==> src/rtl/alu_rr_arbiter_if.sv <==
// alu_rr_arbiter_if: request, ALU and response signals of the shared-ALU round-robin arbiter
interface alu_rr_arbiter_if #(
    parameter int NUM_REQ = 4,
    parameter int DATA_W  = 32,
    parameter int OP_W    = 4
);
    localparam int ID_W = $clog2(NUM_REQ);
    logic [NUM_REQ-1:0]        req_valid;
    logic [NUM_REQ-1:0]        req_ready;
    logic [NUM_REQ*DATA_W-1:0] req_a;
    logic [NUM_REQ*DATA_W-1:0] req_b;
    logic [NUM_REQ*OP_W-1:0]   req_op;
    logic [DATA_W-1:0]         alu_a;
    logic [DATA_W-1:0]         alu_b;
    logic [OP_W-1:0]           alu_op;
    logic [DATA_W-1:0]         alu_result;
    logic                      alu_zero;
    logic                      alu_overflow;
    logic                      alu_carry;
    logic                      rsp_valid;
    logic                      rsp_ready;
    logic [ID_W-1:0]           rsp_id;
    logic [DATA_W-1:0]         rsp_result;
    logic [2:0]                rsp_flags;
    logic                      rsp_err;
    modport slave (
        input  req_valid, req_a, req_b, req_op, alu_result, alu_zero, alu_overflow, alu_carry, rsp_ready,
        output req_ready, alu_a, alu_b, alu_op, rsp_valid, rsp_id, rsp_result, rsp_flags, rsp_err
    );
    modport master (
        output req_valid, req_a, req_b, req_op, alu_result, alu_zero, alu_overflow, alu_carry, rsp_ready,
        input  req_ready, alu_a, alu_b, alu_op, rsp_valid, rsp_id, rsp_result, rsp_flags, rsp_err
    );
endinterface

==> src/rtl/alu_rr_arbiter.sv <==
// alu_rr_arbiter: round-robin sharing of one 32-bit ALU between NUM_REQ requesters
module alu_rr_arbiter #(
    parameter int NUM_REQ = 4,
    parameter int DATA_W  = 32,
    parameter int OP_W    = 4
) (
    input logic clk,
    input logic rst,
    alu_rr_arbiter_if.slave bus
);
    localparam int ID_W = $clog2(NUM_REQ);
    typedef enum logic [1:0] {IDLE, EXEC, RESP} state_t;
    state_t              r_state, w_next;
    logic [ID_W-1:0]     r_ptr, r_id, w_grant, w_idx;
    logic                w_any, w_accept;
    logic [DATA_W-1:0]   r_alu_a, r_alu_b, r_rsp_result;
    logic [OP_W-1:0]     r_alu_op;
    logic                r_rsp_valid, r_rsp_err;
    logic [ID_W-1:0]     r_rsp_id;
    logic [2:0]          r_rsp_flags;
    // Descending scan so the lowest offset from r_ptr wins
    always_comb begin
        w_grant = r_ptr;
        w_idx = r_ptr;
        for (int k = NUM_REQ - 1; k >= 0; k--) begin
            w_idx = ID_W'((int'(r_ptr) + k) % NUM_REQ);
            w_grant = bus.req_valid[w_idx] ? w_idx : w_grant;
        end
    end
    assign w_any    = |bus.req_valid;
    assign w_accept = !rst && w_any && (r_state == IDLE || (r_state == RESP && bus.rsp_ready));
    always_comb begin
        w_next = r_state;
        w_next = w_accept ? EXEC :
                 (r_state == EXEC) ? RESP :
                 (r_state == RESP && bus.rsp_ready) ? IDLE : r_state;
    end
    always_ff @(posedge clk or posedge rst) begin
        if (rst) begin
            r_state      <= IDLE;
            r_ptr        <= '0;
            r_id         <= '0;
            r_alu_a      <= '0;
            r_alu_b      <= '0;
            r_alu_op     <= '0;
            r_rsp_valid  <= 1'b0;
            r_rsp_id     <= '0;
            r_rsp_result <= '0;
            r_rsp_flags  <= '0;
            r_rsp_err    <= 1'b0;
        end else begin
            r_state <= w_next;
            if (w_accept) begin
                r_ptr    <= (w_grant == ID_W'(NUM_REQ - 1)) ? '0 : w_grant + 1'b1;
                r_id     <= w_grant;
                r_alu_a  <= bus.req_a[w_grant*DATA_W +: DATA_W];
                r_alu_b  <= bus.req_b[w_grant*DATA_W +: DATA_W];
                r_alu_op <= bus.req_op[w_grant*OP_W +: OP_W];
            end
            if (r_state == EXEC) begin
                r_rsp_valid  <= 1'b1;
                r_rsp_id     <= r_id;
                r_rsp_result <= bus.alu_result;
                r_rsp_flags  <= {bus.alu_carry, bus.alu_overflow, bus.alu_zero};
                r_rsp_err    <= r_alu_op > OP_W'(9);
            end else if (r_state == RESP && bus.rsp_ready) begin
                r_rsp_valid <= 1'b0;
            end
        end
    end
    assign bus.req_ready  = w_accept ? NUM_REQ'(1) << w_grant : '0;
    assign bus.alu_a      = r_alu_a;
    assign bus.alu_b      = r_alu_b;
    assign bus.alu_op     = r_alu_op;
    assign bus.rsp_valid  = r_rsp_valid;
    assign bus.rsp_id     = r_rsp_id;
    assign bus.rsp_result = r_rsp_result;
    assign bus.rsp_flags  = r_rsp_flags;
    assign bus.rsp_err    = r_rsp_err;
endmodule

==> src/flat_wrapper.sv <==
// flat-port wrapper written by rule: the top's interface ports become plain ports
module alu_rr_arbiter_flat 
#(
    parameter int NUM_REQ = 4,
    parameter int DATA_W  = 32,
    parameter int OP_W    = 4
)
  (clk, rst, bus_req_valid, bus_req_a, bus_req_b, bus_req_op, bus_alu_result, bus_alu_zero, bus_alu_overflow, bus_alu_carry, bus_rsp_ready, bus_req_ready, bus_alu_a, bus_alu_b, bus_alu_op, bus_rsp_valid, bus_rsp_id, bus_rsp_result, bus_rsp_flags, bus_rsp_err);
  alu_rr_arbiter_if #(.NUM_REQ(NUM_REQ), .DATA_W(DATA_W), .OP_W(OP_W)) bus_i ();
  input logic clk;
  input logic rst;
  input wire logic [$bits(bus_i.req_valid)-1:0] bus_req_valid;
  input wire logic [$bits(bus_i.req_a)-1:0] bus_req_a;
  input wire logic [$bits(bus_i.req_b)-1:0] bus_req_b;
  input wire logic [$bits(bus_i.req_op)-1:0] bus_req_op;
  input wire logic [$bits(bus_i.alu_result)-1:0] bus_alu_result;
  input wire logic [$bits(bus_i.alu_zero)-1:0] bus_alu_zero;
  input wire logic [$bits(bus_i.alu_overflow)-1:0] bus_alu_overflow;
  input wire logic [$bits(bus_i.alu_carry)-1:0] bus_alu_carry;
  input wire logic [$bits(bus_i.rsp_ready)-1:0] bus_rsp_ready;
  output wire logic [$bits(bus_i.req_ready)-1:0] bus_req_ready;
  output wire logic [$bits(bus_i.alu_a)-1:0] bus_alu_a;
  output wire logic [$bits(bus_i.alu_b)-1:0] bus_alu_b;
  output wire logic [$bits(bus_i.alu_op)-1:0] bus_alu_op;
  output wire logic [$bits(bus_i.rsp_valid)-1:0] bus_rsp_valid;
  output wire logic [$bits(bus_i.rsp_id)-1:0] bus_rsp_id;
  output wire logic [$bits(bus_i.rsp_result)-1:0] bus_rsp_result;
  output wire logic [$bits(bus_i.rsp_flags)-1:0] bus_rsp_flags;
  output wire logic [$bits(bus_i.rsp_err)-1:0] bus_rsp_err;
  assign bus_i.req_valid = bus_req_valid;
  assign bus_i.req_a = bus_req_a;
  assign bus_i.req_b = bus_req_b;
  assign bus_i.req_op = bus_req_op;
  assign bus_i.alu_result = bus_alu_result;
  assign bus_i.alu_zero = bus_alu_zero;
  assign bus_i.alu_overflow = bus_alu_overflow;
  assign bus_i.alu_carry = bus_alu_carry;
  assign bus_i.rsp_ready = bus_rsp_ready;
  assign bus_req_ready = bus_i.req_ready;
  assign bus_alu_a = bus_i.alu_a;
  assign bus_alu_b = bus_i.alu_b;
  assign bus_alu_op = bus_i.alu_op;
  assign bus_rsp_valid = bus_i.rsp_valid;
  assign bus_rsp_id = bus_i.rsp_id;
  assign bus_rsp_result = bus_i.rsp_result;
  assign bus_rsp_flags = bus_i.rsp_flags;
  assign bus_rsp_err = bus_i.rsp_err;
  alu_rr_arbiter #(.NUM_REQ(NUM_REQ), .DATA_W(DATA_W), .OP_W(OP_W)) u_core (.clk(clk), .rst(rst), .bus(bus_i));
endmodule
==> config.mk <==
export PLATFORM = sky130hd
export DESIGN_NAME = alu_rr_arbiter_flat
export DESIGN_NICKNAME = d
export VERILOG_FILES = /design/src/rtl/alu_rr_arbiter_if.sv /design/src/rtl/alu_rr_arbiter.sv /design/src/flat_wrapper.sv
export SDC_FILE = /design/constraint.sdc
export NUM_CORES = 1
export LEC_CHECK = 0
export ABC_AREA = 0
export BUFFER_PORTS_ARGS = -buffer_cell sky130_fd_sc_hd__buf_2
export CORE_AREA = 2 2 166 168
export DETAILED_ROUTE_END_ITERATION = 10
export DIE_AREA = 0 0 168 170
export HOLD_SLACK_MARGIN = 0.12
export PLACE_DENSITY_LB_ADDON = 0.15
export SYNTH_ARGS = -nofsm -noshare
export SYNTH_HDL_FRONTEND = slang
export SYNTH_SLANG_ARGS = --single-unit
==> constraint.sdc <==
create_clock -name clk -period 8.9 [get_ports clk]
set_input_delay 1.335 -clock clk [delete_from_list [all_inputs] [get_ports clk]]
set_output_delay 1.335 -clock clk [all_outputs]
set_load 0.1 [all_outputs]
Word-level counts from Yosys, hierarchy flattened
Cells that the tools add are included.
{ "classes": {"n_shift": 4, "n_addsub": 4, "n_bitwise": 0, "n_reduce_logical": 9, "div_mod_pow": 0, "mul": 0, "magnitude_cmp": 5, "n_mux": 19, "eq_ne": 3} }
{ "op_table": {"columns": ["cell", "count"], "rows": [
  ["128-bit by 8-bit variable part select with 32-bit output", 2],
  ["2-bit 2-to-1 mux", 8],
  ["16-bit by 5-bit variable part select with 4-bit output", 1],
  ["2-bit by 3-bit < comparator with 1-bit output (second input constant)", 4],
  ["1-bit binary-select mux with 2-bit select", 4],
  ["1-bit 2-to-1 mux", 6],
  ["2-bit by 1-bit adder with 2-bit output (second input constant)", 2],
  ["2-bit adder (second input constant)", 2],
  ["2-bit == test (second input constant)", 2],
  ["4-bit greater-than comparator (second input constant)", 1],
  ["4-bit 2-to-1 mux", 1],
  ["4-bit OR reduction", 1],
  ["1-bit by 2-bit << shifter with 4-bit output (first input constant)", 1],
  ["1-bit logical AND", 3],
  ["3-bit nonzero test", 1],
  ["2-bit by 1-bit == test with 1-bit output (second input constant)", 1],
  ["2-bit zero test", 1],
  ["2-bit nonzero test", 1],
  ["1-bit zero test", 1],
  ["1-bit logical OR", 1]
]} }
{ "word_totals": {"mem_bits_ro": 0, "word_cells": 55, "n_memories": 0, "in_bits": 314, "regBits": 113, "ramBits": 0, "latch_bits": 0} }

Logic depth before layout (Yosys ltp)
Gate-level depths: netlist of run 1.
{ "logic_depth": {"ltp_word": 9, "ltp_mapped": 8} }

Least setup slack after synthesis of run 1
OpenSTA, ideal clock, no wires.
{ "synth_path": {"kind": "input -> output", "startpoint": "input bus_rsp_ready", "endpoint": "output bus_req_ready[1]", "arrival_ps": 4400, "cell_stages": 6, "setup_slack_ps": 3165, "required_ps": 7565, "cell_sequence": "nor2b_1 -> or4_1 -> buf_2 -> buf_6 -> buf_2 -> nor3_1"} }
{ "synth_via": {"elab_chain_len": 4} }
{ "synth_rtl": {"columns": ["element", "line_no", "rtl"], "rows": [
  ["start: declaration", "flat_wrapper.sv:20", "input wire logic [$bits(bus_i.rsp_ready)-1:0] bus_rsp_ready;"],
  ["1-bit logical AND", "alu_rr_arbiter.sv:31", "assign w_accept = !rst && w_any && (r_state == IDLE || (r_state == RESP && bus.rsp_ready));"],
  ["1-bit logical OR", "alu_rr_arbiter.sv:31", null],
  ["1-bit logical AND", "alu_rr_arbiter.sv:31", null],
  ["4-bit 2-to-1 mux", "alu_rr_arbiter.sv:71", "assign bus.req_ready = w_accept ? NUM_REQ'(1) << w_grant : '0;"],
  ["end: declaration", "flat_wrapper.sv:21", "output wire logic [$bits(bus_i.req_ready)-1:0] bus_req_ready;"]
]} }
No other way between the ends.

Worst setup path in the final report of run 1
{ "layout_path": {"startpoint": "input bus_req_valid[3]", "endpoint": "output bus_req_ready[1]"} }
{ "layout_via": {"elab_chain_len": 8} }
{ "layout_rtl": {"columns": ["element", "line_no", "rtl"], "rows": [
  ["start: declaration", "flat_wrapper.sv:12", "input wire logic [$bits(bus_i.req_valid)-1:0] bus_req_valid;"],
  ["1-bit binary-select mux with 2-bit select", "alu_rr_arbiter.sv:27", "w_grant = bus.req_valid[w_idx] ? w_idx : w_grant;"],
  ["1-bit 2-to-1 mux (not written as such)", "alu_rr_arbiter.sv:27", null],
  ["2-bit 2-to-1 mux (4 in series)", "alu_rr_arbiter.sv:27", null],
  ["1-bit by 2-bit << shifter with 4-bit output", "alu_rr_arbiter.sv:71", null],
  ["4-bit 2-to-1 mux (*)", "alu_rr_arbiter.sv:71", null]
]} }
Mark *: on every way between the ends. The rest lies on a longest branch, timed or not. The select of a mux whose other input is x is not followed.

==> metrics.txt, run 1 <==
met2 usage=between 20% and 30%; source of the critical timing path=bus_req_valid[3]; I/O Buffers=between 400 and 500; DR DRC count=0; minimum clock period=4670 ps; H-tree Lvls=4; RSZ-0062 raised after global routing=no; Critical Path Most Common Cell=buf_2; GR Layer Usage met1=between 15 and 20%; area grow syn2layout=47.6%; # rows=60; Post-synth EDFFs=0; Iter 0 DRT Violations=240; Worst slew margin=23.0%; crit path max-delay cell type=or4_2; clk_lat worst skew=around 420 ps; global-route wire length before repair=around 32000 um; actual slew at the worst max-slew pin=between 1000 and 1500 ps; total negative setup slack=0 ps; Clock Skew=roughly 14 ps; Pins Over Slew Limit=0; Routed wire per std cell=about 17 um; hold buffers post-CTS=0; Reg clk slew, reported paths=approximately 50 ps; # IOs=approximately 430; chip height=170 um; period utilization=52.5%; Clock Tree Buf Depth=2; die width=168 um; core box area=around 27000 um2; Crit Path Max Fanout=between 70 and 80; worst min path class=reg2reg; initial core utilization=23.2%; GR Overflow Total=0; FF-to-FF End=u_core.bus.alu_b[31]; largest net degree at the start of global routing=between 70 and 80; Yosys cell types=45; vias per cell=approximately 4.5; source of the worst register-to-register timing path=u_core.r_ptr[1]; reg2reg path depth=6; CTS root buffer=clkbuf_16; CP top delay family=buffers and inverters; DR vias=between 5k and 6k; DRT Pass-1 Iters=4; cell count after synthesis=~530; Num CTS Buffers=17; Die Area=roughly 29000 um2; critical path class=in2out; final setup violating endpoints=0; number of global-route vias before repair=a little under 6k; register area share after synthesis=between 40% and 50%; NumNets Final=approximately 1.3k; CP Depth=6; Worst Path Arrival=around 3300 ps; gr usage total=between 10% and 20%; share of layout cells above drive strength 1=a little under three fifths; setup bufs post-CTS=0; Post-synth top flop=dfrtp_1; Final Hold Fails=0; Setup crit end kind=output pin; Max Clock Freq=0.214 GHz; status=finished clean; syn_area_per_cell=roughly 12 um2; gpl congestion=between 0.7 and 0.8; Post-Route WL=21600 um; Reg2Reg Setup Slack=~6300 ps; initial antenna violation count=2; hpwl dp=16100 um; TritonCTS clock tree=built; clk sink count=around 110; CP Data Required Time=between 7000 and 8000 ps; GR Util met3=between 4 and 5%; GR peak layer=met2; synthesized area=6190 um2; Buf/Inv on CP=3; MaxCap Viol Count=0; Critical Path Source Type=primary input; Syn Nets=between 800 and 900; Syn. warnings=0; CP endpoint=bus_req_ready[1]; Resized cells post-CTS=0; Crit path largest cell delay=approximately 530 ps; Synth Register Bits=between 100 and 150; Routed Antenna Nets=0; cells along the critical path=buf_2 -> nor4_2 -> or4_2 -> buf_4 -> nor3_1 -> buf_2; post-synthesis async set-or-reset flop share=between 90% and 100%
==> synth_stat cells, types with 2 or more instances <==
cell / number / area, um2
mux2i_1: 117 / 1170
dfrtp_1: 113 / 2830
nand2_1: 82 / 308
o221ai_1: 58 / 508
mux2_2: 40 / 450
buf_2: 17 / 85.1
buf_6: 14 / 158
clkbuf_1: 10 / 37.5
a221o_1: 9 / 90.1
o31ai_1: 9 / 67.6
mux2_4: 6 / 90.1
inv_1: 5 / 18.8
nor2_1: 4 / 15.0
a21boi_1: 3 / 22.5
a21oi_1: 3 / 15.0
nor2b_1: 3 / 18.8
a31oi_1: 2 / 12.5
buf_1: 2 / 7.51
nor3_1: 2 / 10.0
o21a_1: 2 / 15.0
o21ai_0: 2 / 10.0
o21ai_2: 2 / 17.5
==> layer usage <==
metal / wire length, um / up-vias
met4: 326 / 0
met5: 0 / -
met3: 1440 / 18
met2: 10900 / 234
met1: 8930 / 2738
li1: - / 2813
==> cells in the final DEF, fill, tap and decap left out, types with 6 or more instances in the layout <==
master     synthesis  layout
o31ai_1            9       9
buf_4              0       8
mux2i_1          117     117
dfrtp_1          113     113
mux2_2            40      40
mux2_4             6       6
clkbuf_16          0      17
o221ai_1          58      58
nand2_1           82      82
a221o_1            9       9
buf_2             17     424
==> area by class of cell <==
class                   instances  area (um2)
clock inverters                14         180
repair buffers                432        2180
multi-input cells             367        3070
flip-flops and latches        113        2830
diodes                          2        5.00
clock buffers                  17         425
fillers                      2754       17500
inverters                       5        21.3
well taps                     341         427
==> worst min path at each step <==
stage,startpoint,end,slack (ps),cells after the start
global placement,u_core.r_id[0],u_core.r_id[0],460,2
CTS,u_core.r_id[0],u_core.r_id[0],480,2
finish,u_core.r_id[0],u_core.r_id[0],470,2
detailed placement,u_core.r_id[0],u_core.r_id[0],460,2
floorplan,u_core.r_id[0],u_core.r_id[0],440,2
global route,u_core.r_id[0],u_core.r_id[0],500,2
==> per-stage QoR <==
| stage | utilization, % | std cells | hold WS (ps) | worst slack (ps) | area (um2) |
|---|---|---|---|---|---|
| after global placement | 32.0 | 1258 | 460 | 4210 | 8530 |
| final | 34.3 | 1291 | 474 | 4230 | 9140 |
| after floorplan | - | 528 | 441 | 3170 | 6190 |
| after global routing | 34.3 | 1291 | 499 | 4150 | 9140 |
| after detailed placement | 32.0 | 1258 | 464 | 4250 | 8530 |
| after CTS | 34.3 | 1289 | 477 | 4240 | 9140 |
==> worst reg2reg max path, delay by kind of cell, from the launching register on <==
kind            cells  cell delay, ps
mux                 1             460
buf+inv             1             740
flops               1             490
compound gates      3             680
simple gates        1             100
==> state kept, by name (all words and copies together) (netlist names), 2 cells and up <==
register and cells:
u_core.bus.alu_a 32, u_core.bus.alu_b 32, u_core.bus.alu_op 4, u_core.bus.rsp_flags 3, u_core.bus.rsp_id 2, u_core.bus.rsp_result 32, u_core.r_id 2, u_core.r_ptr 2
u_core.r_state 2
==> cell families (layout without fill, tap and decap cells) <==
logic type	count (synthesis)	after routing	share of synthesized area (%)
compound gates	100	100	14.1
xor+xnor	1	1	0.141
buf+inv	48	468	4.95
flops	113	113	45.7
mux	163	163	27.6
other cells	0	2	0
simple gates	103	103	7.46
Power of run 1 is not shown: default switching activity piles up to over one toggle a cycle in this logic, so the estimate is an artifact.
==> inputs of run 2 (changes only) <==
--- a/config.mk
+++ b/config.mk
@@ -7,9 +7,9 @@
 export LEC_CHECK = 0
 export ABC_AREA = 0
 export BUFFER_PORTS_ARGS = -buffer_cell sky130_fd_sc_hd__buf_2
-export CORE_AREA = 2 2 166 168
+export CORE_AREA = 2 2 167 169
 export DETAILED_ROUTE_END_ITERATION = 10
-export DIE_AREA = 0 0 168 170
+export DIE_AREA = 0 0 169 171
 export HOLD_SLACK_MARGIN = 0.12
 export PLACE_DENSITY_LB_ADDON = 0.15
 export SYNTH_ARGS = -nofsm -noshare
==> constraint.sdc (replaced) <==
create_clock -name clk -period 4.7 [get_ports clk]
set_input_delay 0.705 -clock clk [delete_from_list [all_inputs] [get_ports clk]]
set_output_delay 0.705 -clock clk [all_outputs]
set_load 0.1 [all_outputs]
==> metrics.txt, run 2 (synthesis results as in run 1) <==
CP endpoint=bus_req_ready[1]; Clock Tree Buf Depth=2; RSZ-0062 raised after global routing=no; die width=between 150 and 200 um; placed cells=between 1k and 1.5k; Num CTS Buffers=17; Worst Path Arrival=2600 ps; Setup crit end kind=output pin; source of the critical timing path=u_core.r_state[1]; Iter 0 DRT Violations=between 200 and 300; Routed wire per std cell=around 18 um; Reg clk slew, reported paths=~60 ps; hpwl dp=~17000 um; actual slew at the worst max-slew pin=about 1100 ps; leading cell types in the layout, fill and taps excluded=424 x buf_2, 117 x mux2i_1, 113 x dfrtp_1; global-route wire length before repair=about 33000 um; Routed Antenna Nets=0; worst min path class=in2async; period utilization=a little over two thirds; core box area=about 27000 um2; MaxCap Viol Count=0; minimum clock period=3300 ps; number of global-route vias before repair=5840; final setup violating endpoints=0; Reg2Reg Setup Slack=around 2200 ps; DRT Pass-1 Iters=4; CTS root buffer=clkbuf_16; gpl congestion=between 0.7 and 0.8; Crit Path Max Fanout=38; Post-Route WL=around 23000 um; most common cell after layout, fill and taps aside=buf_2; CP Data Required Time=around 4000 ps; vias per cell=about 4.5; Pins Over Slew Limit=0; # IOs=roughly 430; TritonCTS clock tree=built; FF-to-FF End=u_core.bus.alu_a[26]; setup bufs post-CTS=0; Max Clock Freq=between 0.3 and 0.4 GHz; GR Overflow Total=0; Place WS=roughly 1400 ps; # diodes=0; initial core utilization=a little under a quarter; Critical Path Source Type=flip-flop; final std cells w/o fill=about 1.3k; clk sink count=113; hold buffers post-CTS=0; DR DRC count=0; critical path class=reg2out; FILL cells=2881; total negative setup slack=0 ps; Resized cells post-CTS=0; # rows=roughly 60; gr usage total=approximately 15%; source of the worst register-to-register timing path=u_core.r_state[1]; Setup WS post-layout=1400 ps; largest net degree at the start of global routing=120; NumNets Final=approximately 1.3k; Clock Skew=11.9 ps; initial antenna violation count=0; reg2reg path depth=5; area grow syn2layout=48.1%; Final Hold Fails=0; clk_lat worst skew=420 ps; I/O Buffers=424; Die Area=slightly below 30000 um2; share of layout cells above drive strength 1=between 50% and 60%; chip height=approximately 170 um; DR vias=~5.8k; H-tree Lvls=4; status=finished clean; Worst slew margin=around a quarter; fin util=~34%
## run 2: worst max-delay path, stage by stage (launching register included)
cell,delay (ps)
dfrtp_1,440
nor2b_1,200
or4_4,730
nor3_1,290
buf_2,500
## run 2: per-stage QoR
stage	instance area [um2]	hold WS, ps
after global placement	8550	466
after detailed placement	8550	467
after floorplan	6190	441
final	9170	416
after global routing	9170	453
after CTS	9170	420
## run 2: worst min-delay path by stage
stage,depth (start not counted),end,start,slack (ps)
after CTS,2,u_core.bus.alu_a[16],rst,420
after global placement,2,u_core.bus.alu_b[23],u_core.bus.alu_b[23],470
after floorplan,2,u_core.r_id[0],u_core.r_id[0],440
final,2,u_core.bus.rsp_flags[2],rst,420
after detailed placement,2,u_core.bus.alu_a[12],u_core.bus.alu_a[12],470
after global routing,2,u_core.bus.rsp_flags[2],rst,450
## run 2: layout make-up
| class | count | area (um2) | share of cell area (%) |
|---|---|---|---|
| repair buffers | 432 | 2190 | 23.9 |
| multi-input cells | 367 | 3080 | 33.5 |
| clock buffers | 17 | 425 | 4.64 |
| flip-flops and latches | 113 | 2830 | 30.8 |
| inverters | 5 | 21.3 | 0.232 |
| clock inverters | 15 | 195 | 2.13 |
| well taps | 346 | 433 | 4.72 |
## run 2: layer usage
metal | GRT usage [%] | wire [um] | vias up
met2 | 26.2 | 11600 | 230
met1 | 18.2 | 9310 | 2762
met3 | 3.52 | 1440 | 15
met5 | 0 | 0 | -
met4 | 4.50 | 296 | 0
li1 | - | - | 2814
Power of run 2 is left out for the same reason.
==> inputs of run 3 (changes only) <==
--- a/config.mk
+++ b/config.mk
@@ -7,9 +7,9 @@
 export LEC_CHECK = 0
 export ABC_AREA = 0
 export BUFFER_PORTS_ARGS = -buffer_cell sky130_fd_sc_hd__buf_2
-export CORE_AREA = 2 2 167 169
+export CORE_AREA = 2 2 165 167
 export DETAILED_ROUTE_END_ITERATION = 10
-export DIE_AREA = 0 0 169 171
+export DIE_AREA = 0 0 167 169
 export HOLD_SLACK_MARGIN = 0.12
 export PLACE_DENSITY_LB_ADDON = 0.15
 export SYNTH_ARGS = -nofsm -noshare
==> constraint.sdc (replaced) <==
create_clock -name clk -period 3 [get_ports clk]
set_input_delay 0.45 -clock clk [delete_from_list [all_inputs] [get_ports clk]]
set_output_delay 0.45 -clock clk [all_outputs]
set_load 0.1 [all_outputs]
==> metrics.txt, run 3 (synthesis results as in run 1) <==
Iter 0 DRT Violations=about 270; gr usage total=15.6%; reg2reg path depth=6; RSZ-0062 raised after global routing=no; crit path max-delay cell type=dfrtp_1; minimum clock period=2780 ps; I/O Buffers=424; most common cell after layout, fill and taps aside=buf_2; fin util=roughly a third; FF-to-FF End=u_core.bus.alu_b[29]; Worst Path Arrival=around 2300 ps; Clock Tree Buf Depth=2; global-route wire length before repair=34200 um; die width=between 150 and 200 um; hpwl dp=16800 um; Critical Path Source Type=flip-flop; TritonCTS clock tree=built; DR vias=5897; CTS root buffer=clkbuf_16; DRT Pass-1 Iters=4; Crit path largest cell delay=roughly 450 ps; DR DRC count=0; MaxCap Viol Count=0; largest net degree at the start of global routing=between 60 and 70; status=finished clean; Worst slew margin=roughly 45%; worst min path class=in2async; hold buffers post-CTS=0; met1 wire length=9400 um; Top Metal Used=met4; area grow syn2layout=50.1%; Crit Path Max Fanout=5; # IOs=between 400 and 500; DR WL met2=around 11000 um; Post-Route WL=22600 um; gpl congestion=about 0.75; Reg clk slew, reported paths=about 60 ps; clk sink count=~110; critical path class=reg2out; Final Hold Fails=0; Max Clock Freq=roughly 0.36 GHz; Pins Over Slew Limit=0; Setup crit end kind=output pin; core box area=26500 um2; share of layout cells above drive strength 1=about 56%; Routed Antenna Nets=0; source of the worst register-to-register timing path=u_core.r_ptr[1]; vias per cell=approximately 4.5; H-tree Lvls=4; FILL cells=2733; Reg2Reg Setup Slack=~570 ps; NumNets Final=around 1.3k; initial core utilization=a little under a quarter; Die Area=about 28000 um2; hold_ws=227 ps; leading cell types in the layout, fill and taps excluded=421 x buf_2, 117 x mux2i_1, 113 x dfrtp_1; Resized cells post-CTS=0; actual slew at the worst max-slew pin=roughly 820 ps; final setup violating endpoints=0; Num CTS Buffers=17; period utilization=between 90 and 100%; Clock Skew=17.6 ps; clk_lat worst skew=between 400 and 500 ps; cells along the critical path=nor2b_1 -> nor4_4 -> nand4_1 -> nor2_2 -> buf_2; # diodes=0; number of global-route vias before repair=~6k; initial antenna violation count=0; GR Overflow Total=0; DR WL met3=approximately 1400 um; setup bufs post-CTS=0; Routed wire per std cell=17.4 um; # rows=60; chip height=169 um; CP Data Required Time=roughly 2600 ps
-- run 3: how the worst max path moves through the flow --
stage | from | endpoint | slack, ps
after floorplan | u_core.r_state[1] | bus_req_ready[1] | -170
after global placement | bus_req_valid[3] | u_core.bus.alu_a[31] | 510
after detailed placement | bus_req_valid[3] | u_core.bus.alu_b[29] | 460
after CTS | u_core.r_state[1] | bus_req_ready[3] | 170
after global routing | u_core.r_state[1] | bus_req_ready[3] | 90
final | u_core.r_state[1] | bus_req_ready[3] | 220
-- run 3: final cells by class --
| type | instances | area [um2] | share of cell area, % |
|---|---|---|---|
| clock buffer | 19 | 443 | 4.77 |
| clock inverter | 13 | 136 | 1.47 |
| inverter | 5 | 22.5 | 0.242 |
| multi-input combinational | 367 | 3080 | 33.2 |
| sequential | 113 | 2830 | 30.4 |
| tap | 341 | 427 | 4.59 |
| timing repair buffer | 442 | 2350 | 25.3 |
-- run 3: routing by layer --
metal | vias up | GRT usage (%)
met2 | 235 | 27.5
met1 | 2814 | 18.7
met4 | 0 | 4.72
li1 | 2831 | -
met3 | 17 | 4.07
met5 | - | 0
-- run 3: per-stage QoR --
| step | setup TNS, ps | instances | area [um2] | worst slack, ps |
|---|---|---|---|---|
| finish | 0 | 1300 | 9290 | 222 |
| CTS | 0 | 1300 | 9290 | 174 |
| floorplan | -166 | 528 | 6200 | -166 |
| global placement | 0 | 1268 | 8710 | 511 |
| detailed placement | 0 | 1268 | 8710 | 460 |
| global route | 0 | 1300 | 9290 | 88.7 |
-- run 3: critical path: cells and delay by family, from the launching register on --
kind          cells  cell delay (ps)
buf+inv           1              450
simple gates      4             1010
flops             1              450
Power of run 3 is left out for the same reason.
